$ cat src/rtl/cpu_pkg.sv
// Shared CPU datapath defaults and byte-merge helper.
// merge_bytes works on MERGE_W bits; callers zero-extend and truncate.
package cpu_pkg;

  localparam int WORD_W   = 16;
  localparam int NREGS    = 8;
  localparam int MERGE_W  = 64;
  localparam int MERGE_BE = MERGE_W / 8;

  function automatic logic [MERGE_W-1:0] merge_bytes(
    input logic [MERGE_W-1:0]  old_w,
    input logic [MERGE_W-1:0]  new_w,
    input logic [MERGE_BE-1:0] be
  );
    logic [MERGE_W-1:0] r;
    for (int i = 0; i < MERGE_BE; i++) begin
      r[8*i +: 8] = be[i] ? new_w[8*i +: 8]
                          : old_w[8*i +: 8];
    end
    return r;
  endfunction

endpackage

$ cat src/rtl/rf_read_port.sv
// One combinational register-file read port: mux, bypass, zero gating.
// In: raddr, bank, write info, busy_vec. Out: rdata, busy.
module rf_read_port #(
  parameter int WIDTH    = 16,
  parameter int DEPTH    = 8,
  parameter int ZERO_REG = 1,
  parameter int BYPASS   = 1,
  localparam int ADDR_W  = $clog2(DEPTH)
) (
  input  logic [ADDR_W-1:0] raddr,
  input  logic [WIDTH-1:0]  regs [DEPTH],
  input  logic              we,
  input  logic [ADDR_W-1:0] waddr,
  input  logic [WIDTH-1:0]  wmerged,
  input  logic [DEPTH-1:0]  busy_vec,
  output logic [WIDTH-1:0]  rdata,
  output logic              busy
);

  logic zero_hit;
  logic byp_hit;

  // Zero gating excludes the bypass term so the
  // two selects never overlap.
  assign zero_hit = (ZERO_REG != 0) && (raddr == '0);
  assign byp_hit  = (BYPASS != 0) && we &&
                    (raddr == waddr) && !zero_hit;

  always_comb begin
    rdata = regs[raddr];
    unique case (1'b1)
      zero_hit: rdata = '0;
      byp_hit:  rdata = wmerged;
      default:  rdata = regs[raddr];
    endcase
  end

  // Busy reflects registered state only.
  assign busy = busy_vec[raddr];

endmodule

$ cat src/rtl/reg_file_sb.sv
// Byte-enabled register bank, 2 read ports, per-register busy scoreboard.
// Ports: we/waddr/wdata/wbe write, raddr_x/rdata_x read, set_en/set_addr, busy_*.
module reg_file_sb
  import cpu_pkg::*;
#(
  parameter int WIDTH    = WORD_W,
  parameter int DEPTH    = NREGS,
  parameter int ZERO_REG = 1,
  parameter int BYPASS   = 1,
  localparam int ADDR_W  = $clog2(DEPTH),
  localparam int NBE     = WIDTH / 8
) (
  input  logic              clk,
  input  logic              rst,
  input  logic              we,
  input  logic [ADDR_W-1:0] waddr,
  input  logic [WIDTH-1:0]  wdata,
  input  logic [NBE-1:0]    wbe,
  input  logic [ADDR_W-1:0] raddr_a,
  output logic [WIDTH-1:0]  rdata_a,
  input  logic [ADDR_W-1:0] raddr_b,
  output logic [WIDTH-1:0]  rdata_b,
  input  logic              set_en,
  input  logic [ADDR_W-1:0] set_addr,
  output logic              busy_a,
  output logic              busy_b,
  output logic [DEPTH-1:0]  busy_vec
);

  logic [WIDTH-1:0] regs_q [DEPTH];
  logic [WIDTH-1:0] regs_d [DEPTH];
  logic [DEPTH-1:0] busy_q;
  logic [DEPTH-1:0] busy_d;
  logic [WIDTH-1:0] wmerged;
  logic             wr_ok;

  assign wmerged = WIDTH'(merge_bytes(
                     MERGE_W'(regs_q[waddr]),
                     MERGE_W'(wdata),
                     MERGE_BE'(wbe)));

  assign wr_ok = we &&
                 !((ZERO_REG != 0) && (waddr == '0));

  always_comb begin
    regs_d = regs_q;
    if (wr_ok) begin
      regs_d[waddr] = wmerged;
    end
  end

  // Clear first, then set: a new issue to the same
  // register follows the old writeback and wins.
  always_comb begin
    busy_d = busy_q;
    if (we) begin
      busy_d[waddr] = 1'b0;
    end
    if (set_en) begin
      busy_d[set_addr] = 1'b1;
    end
    if (ZERO_REG != 0) begin
      busy_d[0] = 1'b0;
    end
  end

  always_ff @(posedge clk or negedge rst) begin
    if (!rst) begin
      for (int i = 0; i < DEPTH; i++) begin
        regs_q[i] <= '0;
      end
      busy_q <= '0;
    end else begin
      regs_q <= regs_d;
      busy_q <= busy_d;
    end
  end

  assign busy_vec = busy_q;

  rf_read_port #(
    .WIDTH    (WIDTH),
    .DEPTH    (DEPTH),
    .ZERO_REG (ZERO_REG),
    .BYPASS   (BYPASS)
  ) u_port_a (
    .raddr    (raddr_a),
    .regs     (regs_q),
    .we       (we),
    .waddr    (waddr),
    .wmerged  (wmerged),
    .busy_vec (busy_q),
    .rdata    (rdata_a),
    .busy     (busy_a)
  );

  rf_read_port #(
    .WIDTH    (WIDTH),
    .DEPTH    (DEPTH),
    .ZERO_REG (ZERO_REG),
    .BYPASS   (BYPASS)
  ) u_port_b (
    .raddr    (raddr_b),
    .regs     (regs_q),
    .we       (we),
    .waddr    (waddr),
    .wmerged  (wmerged),
    .busy_vec (busy_q),
    .rdata    (rdata_b),
    .busy     (busy_b)
  );

endmodule

$ cat config.mk
export PLATFORM = sky130hd
export DESIGN_NAME = reg_file_sb
export DESIGN_NICKNAME = d
export VERILOG_FILES = /design/src/rtl/cpu_pkg.sv /design/src/rtl/rf_read_port.sv /design/src/rtl/reg_file_sb.sv
export SDC_FILE = /design/constraint.sdc
export NUM_CORES = 1
export LEC_CHECK = 0
export ABC_AREA = 1
export ABC_CLOCK_PERIOD_IN_PS = 1600
export CAP_MARGIN = 10
export CORE_ASPECT_RATIO = 0.9
export CORE_UTILIZATION = 45
export CTS_CLUSTER_DIAMETER = 50
export DETAILED_ROUTE_END_ITERATION = 6
export PLACE_DENSITY = 0.69
export SETUP_SLACK_MARGIN = 0.4
export SYNTH_ARGS = -nofsm -noshare
export SYNTH_HDL_FRONTEND = slang
export SYNTH_SLANG_ARGS = --single-unit
$ cat constraint.sdc
create_clock -name clk -period 1.6 [get_ports clk]
set_input_delay 0.24 -clock clk [delete_from_list [all_inputs] [get_ports clk]]
set_output_delay 0.24 -clock clk [all_outputs]
set_load 0.01 [all_outputs]
==> out/summary.md, run 1 <==
Run
* reported max-cap violation count: 0

GRT
* maximum number of pins on one net before global-route repair: 49
* wire length of the first global-routing pass: 65.5 mm
* Total GRT Usage: 0.376
* Overflow after GRT: 0
* initial antenna violation count: 0
* vias in the first global route: 11,700

Synth
* Synth area leader: sky130_fd_sc_hd__dfrtp_1
* Yosys cell types: 28
* Cells after Synth: 1,657
* Seq cells post-synth: 135
* proportion of synthesized chip area in sequential cells: 0.337
* Post-Synthesis Net Count: 1,691
* warning count from the yosys run: 0
* portion of synthesized cell area occupied by the leading cell type: 0.337
* biggest area contributors in the synthesized netlist: sky130_fd_sc_hd__dfrtp_1 (34%), sky130_fd_sc_hd__nand2_1 (27%), sky130_fd_sc_hd__nand3_1 (11%)
* post-synthesis instance area: 10,000 um2
* per-instance average area after synthesis: 6.06 um2

Routing
* routed via count: 12,700
* DRC: 34
* length of the first detailed-routing pass in iterations: 7
* drt total wl: 43.8 mm
* post-detailed-route count of antenna-violating nets: 0
* Routed wire per std cell: 19.9 um
* drt via density: 5.77
* initial drt markers: 1,628

Setup path
* worst path arrival time: 1690 ps
* peak fanout along the critical path: 3
* logic depth of the worst register-to-register path: 11
* slack of the worst reg-to-reg path: 20 ps
* Crit-path slowest cell: sky130_fd_sc_hd__dfrtp_1
* buffer and inverter count on the worst path: 2
* element type at the critical path start: register
* Reg2Reg Capture Point: regs_q[99]
* endpoint type of the worst setup path: output pin
* critical register-to-register path startpoint: regs_q[3]
* chain of cells forming the critical path: buf_4 -> o211ai_1 -> nand2_1 -> nand2_1 -> nand2_1 -> nand2_1 -> nand2_2 -> buf_6
* largest delay contributor family on the critical path: simple AND/OR/NAND/NOR gates
* largest incremental delay on the critical path: 400 ps
* cell repeated most along the worst path: sky130_fd_sc_hd__nand2_1
* category of the most critical setup path: register to output pin
* critical path required time: 1360 ps

Placement
* number of placed cells counting well taps: 2,093
* half-perimeter wire length of the detailed placement result: 27.0 mm
* Placer Congestion: 0.978
* number of I/O port buffers: 74
* worst slack at placement: -973 ps

CTS
* Bufs on Longest Clock Path: 2
* Clock Latency Late Sink: 440 ps
* clock transition at the register clock pins on the worst setup and hold paths after CTS: 70 ps
* H-tree depth reported by CTS: 4
* total clock sinks: 135
* TritonCTS buffer count: 17
* TritonCTS clock tree: built
* CTS Root Buffer Type: sky130_fd_sc_hd__clkbuf_16

Final layout
* proportion of layout cells with a drive suffix above 1: 0.364
* area delta synth->final: 50.2%
* number of standard cells in the layout, taps in and fillers out: 2,197
* total number of nets in the final design: 1,928
* number of diodes: 0

Floorplanning
* Die Span X: 159 um
* chip height: 144 um
* row count: 51
* area of the placeable core: 21,800 um2
* effective utilization at floorplan: 0.461
* floorplan die area: 22,900 um2
* number of placed I/O pins: 76

Outcome
* violated checks: design-rule violations, negative setup slack
* outcome: finished with violations

STA
* worst-case clock skew: 8.35 ps
* Final Hold Viols: 0
* final worst slack: -328 ps
* Max Clock Freq: 0.519 GHz
* min cycle time layout: 1930 ps
* Period Utilization, post-route: 1.21
* relative slew slack: 0.575
* count of endpoints failing setup in the final report: 34
* max-slew violation total from the final report: 0
* worst-margin pin slew: 636 ps
* final total negative setup slack: -8620 ps
* RSZ-0062 raised after global routing: true

Pwr
* Max VDD drop: 0.689 mV
* power density normalized to cell area: 971 nW/um2
* reported leakage power: 7.78 nW

Worst hold path
* classification of the worst-slack hold path: input port to async pin

layout by cell type (no fill, tap or decap), types with 13 or more instances in the layout:
master	count
sky130_fd_sc_hd__buf_12	31
sky130_fd_sc_hd__buf_4	170
sky130_fd_sc_hd__buf_6	87
sky130_fd_sc_hd__buf_8	13
sky130_fd_sc_hd__clkbuf_16	17
sky130_fd_sc_hd__clkdlybuf4s50_1	22
sky130_fd_sc_hd__dfrtp_1	135
sky130_fd_sc_hd__inv_1	108
sky130_fd_sc_hd__inv_2	37
sky130_fd_sc_hd__nand2_1	643
sky130_fd_sc_hd__nand2_2	83
sky130_fd_sc_hd__nand3_1	85
sky130_fd_sc_hd__nand3_2	136
sky130_fd_sc_hd__nor2_1	67
sky130_fd_sc_hd__nor2_2	22
sky130_fd_sc_hd__o211ai_1	64
sky130_fd_sc_hd__o21ai_0	57
sky130_fd_sc_hd__o21ai_1	19
sky130_fd_sc_hd__or2_2	22
flip-flops by register name, indices dropped and copies added (netlist names):
signal and flops:
regs_q 128, busy_vec 7
kinds of logic (layout without fill, tap and decap cells):
family,count (synthesis),after routing,share of synthesized area
and+or+nand+nor,1092,1092,0.456
buffers and inverters,274,523,0.112
AOI/OAI and AO/OA,155,155,0.0949
DFF,135,135,0.337
other,1,1,0.000374
worst max path at each step:
| stage | slack [ps] | depth (start not counted) | start | endpoint |
|---|---|---|---|---|
| floorplan | 160 | 9 | waddr[0] | rdata_b[9] |
| global placement | -960 | 8 | raddr_a[2] | rdata_a[7] |
| detailed placement | -970 | 12 | waddr[2] | rdata_b[9] |
| CTS | -310 | 10 | regs_q[12] | rdata_b[12] |
| global route | -400 | 10 | regs_q[23] | rdata_a[7] |
| finish | -330 | 8 | regs_q[119] | rdata_b[7] |
layer usage:
layer,part of all wire,global-route usage,vias up
met4,0.053,0.183,0
met2,0.44,0.588,904
met1,0.38,0.483,5876
met5,0,0,-
li1,-,-,5666
met3,0.13,0.101,221
synth_stat cells:
| cell type | count |
|---|---|
| sky130_fd_sc_hd__nor2_4 | 4 |
| sky130_fd_sc_hd__o41ai_1 | 1 |
| sky130_fd_sc_hd__clkbuf_1 | 52 |
| sky130_fd_sc_hd__nand2_2 | 20 |
| sky130_fd_sc_hd__o21ai_0 | 69 |
| sky130_fd_sc_hd__conb_1 | 1 |
| sky130_fd_sc_hd__o21ai_1 | 8 |
| sky130_fd_sc_hd__nand3b_1 | 1 |
| sky130_fd_sc_hd__o22ai_1 | 2 |
| sky130_fd_sc_hd__nor3_1 | 2 |
| sky130_fd_sc_hd__buf_4 | 11 |
| sky130_fd_sc_hd__nor2_1 | 89 |
| sky130_fd_sc_hd__a21oi_2 | 2 |
| sky130_fd_sc_hd__nor2_8 | 1 |
| sky130_fd_sc_hd__buf_6 | 1 |
| sky130_fd_sc_hd__inv_2 | 15 |
| sky130_fd_sc_hd__buf_1 | 18 |
| sky130_fd_sc_hd__a21oi_1 | 7 |
| sky130_fd_sc_hd__a31oi_1 | 2 |
| sky130_fd_sc_hd__nand2_1 | 715 |
| sky130_fd_sc_hd__buf_2 | 39 |
| sky130_fd_sc_hd__clkinv_1 | 1 |
| sky130_fd_sc_hd__o211ai_1 | 64 |
| sky130_fd_sc_hd__dfrtp_1 | 135 |
| sky130_fd_sc_hd__nand3_1 | 223 |
| sky130_fd_sc_hd__inv_1 | 137 |
| sky130_fd_sc_hd__or2_2 | 31 |
| sky130_fd_sc_hd__nor2_2 | 6 |
power by group:
part / total (W) / leakage, nW / switching, W / internal (W)
clock network: 0.00450 / 0.313 / 0.00166 / 0.00285
registers: 0.00457 / 1.72 / 0.000521 / 0.00405
logic: 0.00555 / 5.74 / 0.00304 / 0.00251
total: 0.0146 / 7.78 / 0.00522 / 0.00941
repair_timing:
action                                 in CTS  in global routing
pin swaps                                  63                108
buffers inserted                           38                 32
setup endpoints to repair                 160                155
hold buffers                                1                  0
endpoints found under the hold margin     135                  0
gates resized for setup                   372                181
gates cloned                                2                  0
metrics by stage:
stage	utilization	cell area (um2)	power (W)	hold slack, ps
finish	0.692	15100	0.0146	208
global route	0.692	15100	0.0153	203
CTS	0.653	14200	0.0140	206
detailed placement	0.579	12600	0.00902	95.2
global placement	0.579	12600	0.00894	90.4
floorplan	-	10400	0.00704	-55.6
layout make-up:
class                           instances  area (um2)
Fill cell                            1700        6690
Multi-Input combinational cell       1248        6620
Timing Repair Buffer                  339        3440
Sequential cell                       135        3380
Inverter                              153         608
Clock buffer                           20         457
Tap cell                              291         364
Clock inverter                         11         196
No activity file was read; power rests on OpenSTA's default activity.
==> run 2: changes to the inputs <==
--- a/config.mk
+++ b/config.mk
@@ -5,14 +5,13 @@
 export SDC_FILE = /design/constraint.sdc
 export NUM_CORES = 1
 export LEC_CHECK = 0
-export ABC_AREA = 1
 export ABC_CLOCK_PERIOD_IN_PS = 1600
 export CAP_MARGIN = 10
 export CORE_ASPECT_RATIO = 0.9
 export CORE_UTILIZATION = 45
 export CTS_CLUSTER_DIAMETER = 50
 export DETAILED_ROUTE_END_ITERATION = 6
-export PLACE_DENSITY = 0.69
+export PLACE_DENSITY = 0.7
 export SETUP_SLACK_MARGIN = 0.4
 export SYNTH_ARGS = -nofsm -noshare
 export SYNTH_HDL_FRONTEND = slang
==> run 2 against run 1 <==
Compared with the run above: the run ends with negative setup slack left; utilization fell by 1.4 points; area after synthesis is 15% lower; first-iteration DRC count down 66%; non-clock buffer count down 54; sequential power rose by 5.3%.
==> out/summary.md, run 2 <==
Synth
* Seq cells post-synth: 135, unchanged
* ys async rst share: 1.00, unchanged
* post-synthesis instance area: 8510 um2, -15%
* main flop type after synthesis: sky130_fd_sc_hd__dfrtp_1
* per-instance average area after synthesis: 10.6 um2, +75%
* Post-Synthesis Net Count: 838, -50%
* most common library cells after synthesis: sky130_fd_sc_hd__dfrtp_1 (135), sky130_fd_sc_hd__nand2_1 (130), sky130_fd_sc_hd__o21ai_0 (112), sky130_fd_sc_hd__mux2i_1 (96), sky130_fd_sc_hd__mux4_2 (49)
* number of enable flip-flop cells after synthesis: 0, unchanged
* warning count from the yosys run: 0, unchanged
* cell with the most instances after synthesis: sky130_fd_sc_hd__dfrtp_1
* proportion of synthesized chip area in sequential cells: 0.397, +0.0602
* biggest area contributors in the synthesized netlist: sky130_fd_sc_hd__dfrtp_1 (40%), sky130_fd_sc_hd__mux4_2 (13%), sky130_fd_sc_hd__mux2i_1 (11%)
* Synth area leader: sky130_fd_sc_hd__dfrtp_1
* Yosys cell types: 32, +14%
* portion of synthesized cell area occupied by the leading cell type: 0.397, +0.0602
* Cells after Synth: 804, -51%

Routing
* initial drt markers: 554, -66%
* routed via count: 7,883, -38%
* drt via density: 6.16, +6.8%
* Routed wire per std cell: 22.9 um, +15%
* drt total wl: 29.3 mm, -33%
* length of the first detailed-routing pass in iterations: 6, -1
* DRC: 0, -100%
* post-detailed-route count of antenna-violating nets: 0, unchanged

STA
* Final Hold Viols: 0, unchanged
* worst-margin pin slew: 624 ps, -12.3 ps
* Max Clock Freq: 0.462 GHz, -11%
* Period Utilization, post-route: 1.35, +0.146
* Hold WS: 320 ps, +112 ps
* RSZ-0062 raised after global routing: true
* worst-case clock skew: 7.95 ps, -0.400 ps
* max-slew violation total from the final report: 0, unchanged
* count of endpoints failing setup in the final report: 60, +76%
* final worst slack: -562 ps, -234 ps
* min cycle time layout: 2160 ps, +234 ps
* relative slew slack: 0.584, +0.00879

Pwr
* power density normalized to cell area: 1110 nW/um2, +15%
* Max VDD drop: 0.673 mV, -2.3%
* reported net switching power: 0.00477 W, -8.6%
* fraction of power consumed by combinational cells: 0.370, -0.010
* reported leakage power: 5.46 nW, -30%
* net switching share of the total power: 0.343, -0.0143
* clock network fraction of design power: 0.284, -0.024
* sequential share of power: 0.346, +0.034
* post-layout total power: 0.0139 W, -4.8%
* Internal Dissipation: 0.00916 W, -2.6%

Placement
* Placer Congestion: 0.865, -12%
* number of placed cells counting well taps: 1,176, -44%
* number of I/O port buffers: 74, unchanged
* half-perimeter wire length of the detailed placement result: 17.9 mm, -34%
* worst slack at placement: -1120 ps, -146 ps

Final layout
* most common cell after layout, fill and taps aside: sky130_fd_sc_hd__buf_4
* most frequent cells in the layout: sky130_fd_sc_hd__buf_4 (137), sky130_fd_sc_hd__dfrtp_1 (135), sky130_fd_sc_hd__nand2_1 (128), sky130_fd_sc_hd__o21ai_2 (89), sky130_fd_sc_hd__mux2i_1 (73)
* number of standard cells in the layout, taps in and fillers out: 1,280, -42%
* area delta synth->final: 47.1%
* Final Core Density: 0.678, -0.0144
* largest register by flop count: regs_q
* proportion of layout cells with a drive suffix above 1: 0.534, +0.171
* max reg flops: 128, unchanged
* total number of nets in the final design: 1,057, -45%
* number of diodes: 0, unchanged

GRT
* vias in the first global route: 7,950, -32%
* Overflow after GRT: 0, unchanged
* initial antenna violation count: 0, unchanged
* maximum number of pins on one net before global-route repair: 44, -10%
* wire length of the first global-routing pass: 45.0 mm, -31%
* Total GRT Usage: 0.307, -0.0685

Floorplanning
* effective utilization at floorplan: 0.461, about the same
* area of the placeable core: 18,500 um2, -15%
* number of placed I/O pins: 76, unchanged
* row count: 47, -7.8%
* chip height: 132 um, -7.8%
* Die Span X: 147 um, -7.8%
* floorplan die area: 19,500 um2, -15%

Setup path
* peak fanout along the critical path: 4, +1
* category of the most critical setup path: register to output pin
* worst path arrival time: 1920 ps, +230 ps
* critical path required time: 1360 ps, about the same
* endpoint type of the worst setup path: output pin
* element type at the critical path start: register

CTS
* TritonCTS clock tree: built
* Clock Latency Late Sink: 430 ps, about the same
* H-tree depth reported by CTS: 4, unchanged
* total clock sinks: 135, unchanged
* TritonCTS buffer count: 17, unchanged
* CTS Root Buffer Type: sky130_fd_sc_hd__clkbuf_16
* clock transition at the register clock pins on the worst setup and hold paths after CTS: 60 ps, about the same
* Bufs on Longest Clock Path: 2, unchanged

Outcome
* violated checks: negative setup slack
* outcome: finished with violations

Run
* reported max-cap violation count: 0, unchanged

Worst hold path
* classification of the worst-slack hold path: input port to async pin

[run 2: per-layer routing]
metal | share of wire | vias up | global-route usage
met5 | 0 | - | 0
met4 | 0.032 | 0 | 0.153
met3 | 0.074 | 77 | 0.0648
met2 | 0.48 | 396 | 0.484
met1 | 0.41 | 3944 | 0.403
li1 | - | 3466 | -
[run 2: area by class of cell]
class | instances | area [um2]
clock inverters | 13 | 146
fillers | 1311 | 5950
multi-input cells | 582 | 5560
flip-flops and latches | 135 | 3380
well taps | 245 | 307
clock buffers | 18 | 439
repair buffers | 285 | 2680
inverters | 2 | 7.51
[run 2: power groups by stage]
stage	sequential, W	clock [W]	combinational (W)
final	0.00481	0.00396	0.00516
after global routing	0.00489	0.00411	0.00550
after CTS	0.00474	0.00397	0.00467
after detailed placement	0.00479	0	0.00408
after global placement	0.00473	0	0.00402
after floorplan	0.00462	0	0.00255
[run 2: critical path: stages, from the launching register on]
cell and delay (ps):
sky130_fd_sc_hd__dfrtp_1 430, sky130_fd_sc_hd__mux2i_2 260, sky130_fd_sc_hd__o22ai_2 130, sky130_fd_sc_hd__o31ai_4 320, sky130_fd_sc_hd__buf_6 160, sky130_fd_sc_hd__o22ai_4 60, sky130_fd_sc_hd__buf_6 130
[run 2: path summary, 6_finish.rpt]
check / start / endpoint / slack (ps) / depth (start not counted)
max: regs_q[58] / rdata_a[10] / -560 / 6
min: rst / regs_q[115] / 320 / 2
max reg2reg: regs_q[58] / regs_q[74] / -90 / 7
min reg2reg: regs_q[127] / regs_q[127] / 390 / 0
max in group asynchronous: rst / regs_q[25] / 730 / 3
min in group clk: regs_q[127] / regs_q[127] / 390 / 0
[run 2: cells by family after synthesis]
| kind of cell | Yosys count | share of synthesized area |
|---|---|---|
| AOI/OAI and AO/OA | 243 | 0.207 |
| xor gates and xnor gates | 4 | 0.00412 |
| buffers and inverters | 88 | 0.0553 |
| DFF | 135 | 0.397 |
| muxes | 147 | 0.245 |
| other | 1 | 0.000441 |
| and+or+nand+nor | 186 | 0.0912 |
[run 2: metrics by stage]
stage          setup TNS (ps)  cell area, um2
6_report               -15700           12500
5_1_grt                -19200           12500
4_1_cts                -14330           12000
3_5_place_dp           -94140           10600
3_3_place_gp           -93030           10600
2_1_floorplan            -323            8880
[run 2: what timing repair did]
item	in CTS	in global routing
gates cloned	2	0
endpoints found under the hold margin	38	0
hold buffers	1	0
setup endpoints to repair	160	154
setup buffers	50	20
pin swaps	87	48
gates resized for setup	359	89
==> run 3: changes to the inputs <==
--- a/config.mk
+++ b/config.mk
@@ -12,6 +12,7 @@
 export CTS_CLUSTER_DIAMETER = 50
 export DETAILED_ROUTE_END_ITERATION = 6
 export PLACE_DENSITY = 0.7
+export RECOVER_POWER = 100
 export SETUP_SLACK_MARGIN = 0.4
 export SYNTH_ARGS = -nofsm -noshare
 export SYNTH_HDL_FRONTEND = slang
==> run 3 against run 2 <==
Compared with the run above: the run still ends with negative setup slack left; setup slack improved by 16 ps; wire length is 0.19% higher; clock power barely moved; clock skew down 1.8 ps; via count up 0.61%; design area is 0.69% lower; sequential cell count unchanged; die area is the same; fmax grew 0.73%; register-to-register slack about the same; first-iteration DRC count fell by 2.3%; hold slack better by 67 ps.
==> out/summary.md, run 3 (same netlist as run 2, synthesis figures left out) <==
STA
* max-slew violation total from the final report: 0, unchanged
* Period Utilization, post-route: 1.34, -0.00977
* final total negative setup slack: -15,730 ps, -22.7 ps
* min cycle time layout: 2150 ps, -15.6 ps
* worst-margin pin slew: 1270 ps, +643 ps
* Final Hold Viols: 0, unchanged
* RSZ-0062 raised after global routing: true
* relative slew slack: 0.155, -0.429
* final worst slack: -547 ps, +15.6 ps
* count of endpoints failing setup in the final report: 58, -3.3%
* worst-case clock skew: 6.19 ps, -1.77 ps
* Max Clock Freq: 0.466 GHz, +0.73%

GRT
* Total GRT Usage: 0.307, unchanged
* wire length of the first global-routing pass: 45.0 mm, unchanged
* vias in the first global route: 7,950, unchanged
* maximum number of pins on one net before global-route repair: 44, unchanged
* initial antenna violation count: 0, unchanged
* Overflow after GRT: 0, unchanged

Setup path
* worst path arrival time: 1910 ps, about the same
* slack of the worst reg-to-reg path: -80 ps, about the same
* chain of cells forming the critical path: mux2i_2 -> o22ai_2 -> o31ai_4 -> buf_6 -> o22ai_4 -> buf_6
* Crit-path slowest cell: sky130_fd_sc_hd__dfrtp_1
* largest incremental delay on the critical path: 430 ps, about the same
* endpoint type of the worst setup path: output pin
* cell repeated most along the worst path: sky130_fd_sc_hd__buf_6
* category of the most critical setup path: register to output pin
* critical path required time: 1360 ps, about the same
* peak fanout along the critical path: 4, unchanged
* element type at the critical path start: register

Final layout
* most common cell after layout, fill and taps aside: sky130_fd_sc_hd__dfrtp_1
* max reg flops: 128, unchanged
* Final Core Density: 0.673, -0.00467
* fill cell total of the finished layout: 1,329, +1.4%
* number of diodes: 0, unchanged
* total number of nets in the final design: 1,057, unchanged
* largest register by flop count: regs_q
* area delta synth->final: 46.1%
* most frequent cells in the layout: sky130_fd_sc_hd__dfrtp_1 (135), sky130_fd_sc_hd__buf_4 (129), sky130_fd_sc_hd__nand2_1 (128), sky130_fd_sc_hd__o21ai_2 (89), sky130_fd_sc_hd__mux2i_1 (73)
* proportion of layout cells with a drive suffix above 1: 0.528, -0.00676

Routing
* total met2 wirelength after detailed routing: 14.2 mm, +0.28%
* drt via density: 6.20, +0.61%
* drt total wl: 29.4 mm, +0.19%
* Routed wire per std cell: 23.0 um, +0.19%
* top sig layer: met4
* post-detailed-route count of antenna-violating nets: 0, unchanged
* length of the first detailed-routing pass in iterations: 7, +1
* DRC: 0, unchanged
* initial drt markers: 541, -2.3%
* routed via count: 7,931, +0.61%
* met1 WL: 11.9 mm, -0.99%
* amount of wire on met3 after detailed routing: 2.34 mm, +7.0%

CTS
* TritonCTS clock tree: built
* total clock sinks: 135, unchanged
* H-tree depth reported by CTS: 4, unchanged
* Bufs on Longest Clock Path: 2, unchanged
* CTS Root Buffer Type: sky130_fd_sc_hd__clkbuf_16
* Clock Latency Late Sink: 430 ps, about the same
* TritonCTS buffer count: 17, unchanged
* clock transition at the register clock pins on the worst setup and hold paths after CTS: 60 ps, about the same

Outcome
* outcome: finished with violations
* violated checks: negative setup slack

Floorplanning
* effective utilization at floorplan: 0.461, unchanged
* row count: 47, unchanged
* number of placed I/O pins: 76, unchanged
* floorplan die area: 19,500 um2, unchanged
* Die Span X: 147 um, unchanged
* chip height: 132 um, unchanged
* area of the placeable core: 18,500 um2, unchanged

Pwr
* reported leakage power: 5.42 nW, -0.77%
* power density normalized to cell area: 1110 nW/um2, +0.14%
* Max VDD drop: 0.671 mV, -0.35%

Run
* reported max-cap violation count: 0, unchanged

Placement
* Placer Congestion: 0.865, unchanged
* number of I/O port buffers: 74, unchanged
* half-perimeter wire length of the detailed placement result: 17.9 mm, unchanged

Worst hold path
* classification of the worst-slack hold path: register to register

run 3: per-stage QoR:
step | hold slack [ps] | cell area (um2) | setup slack (ps) | total power (W) | cells
2_1_floorplan | -55.6 | 8880 | -26.9 | 0.00717 | 804
5_1_grt | 406 | 12400 | -596 | 0.0144 | 1280
3_3_place_gp | 214 | 10600 | -1140 | 0.00875 | 1176
3_5_place_dp | 207 | 10600 | -1120 | 0.00887 | 1176
6_report | 387 | 12400 | -547 | 0.0139 | 1280
4_1_cts | 334 | 12000 | -538 | 0.0134 | 1260
run 3: layout make-up:
type | instances | area, um2 | share of cell area
Sequential cell | 135 | 3380 | 0.272
Inverter | 2 | 7.51 | 0.000604
Clock buffer | 18 | 439 | 0.0353
Multi-Input combinational cell | 582 | 5560 | 0.447
Tap cell | 245 | 307 | 0.0247
Timing Repair Buffer | 285 | 2600 | 0.209
Clock inverter | 13 | 146 | 0.0118
run 3: path summary, 6_finish.rpt:
path                             start     endpoint  depth (start not counted)
max in group asynchronous          rst   regs_q[81]                          3
max reg2reg                 regs_q[14]  regs_q[110]                          8
max                         regs_q[58]  rdata_a[10]                          6
min                        regs_q[127]  regs_q[127]                          0
min in group asynchronous          rst  regs_q[115]                          2
min reg2reg                regs_q[127]  regs_q[127]                          0
run 3: critical path: cells and delay by family, from the launching register on:
family                 cells  cell delay, ps
DFF                        1             430
buffers and inverters      2             290
muxes                      1             250
AOI/OAI and AO/OA          3             500
run 3: timing repair:
action	4_1_cts	5_1_grt
hold endpoints to repair	38	0
setup endpoints to repair	160	154
hold buffers	1	0
gates resized for setup	359	89
pin swaps	87	48
cloned	2	0
setup buffers	50	20
run 3: routing by layer:
| layer | track usage | up-vias |
|---|---|---|
| li1 | - | 3451 |
| met4 | 0.153 | 0 |
| met2 | 0.484 | 419 |
| met1 | 0.403 | 3986 |
| met3 | 0.0648 | 75 |
| met5 | 0 | - |
run 3: report_power, final:
group          leakage (nW)  switching (W)  internal (W)
Combinational          3.42        0.00242       0.00268
Sequential             1.73       0.000726       0.00408
Clock                 0.272        0.00161       0.00234
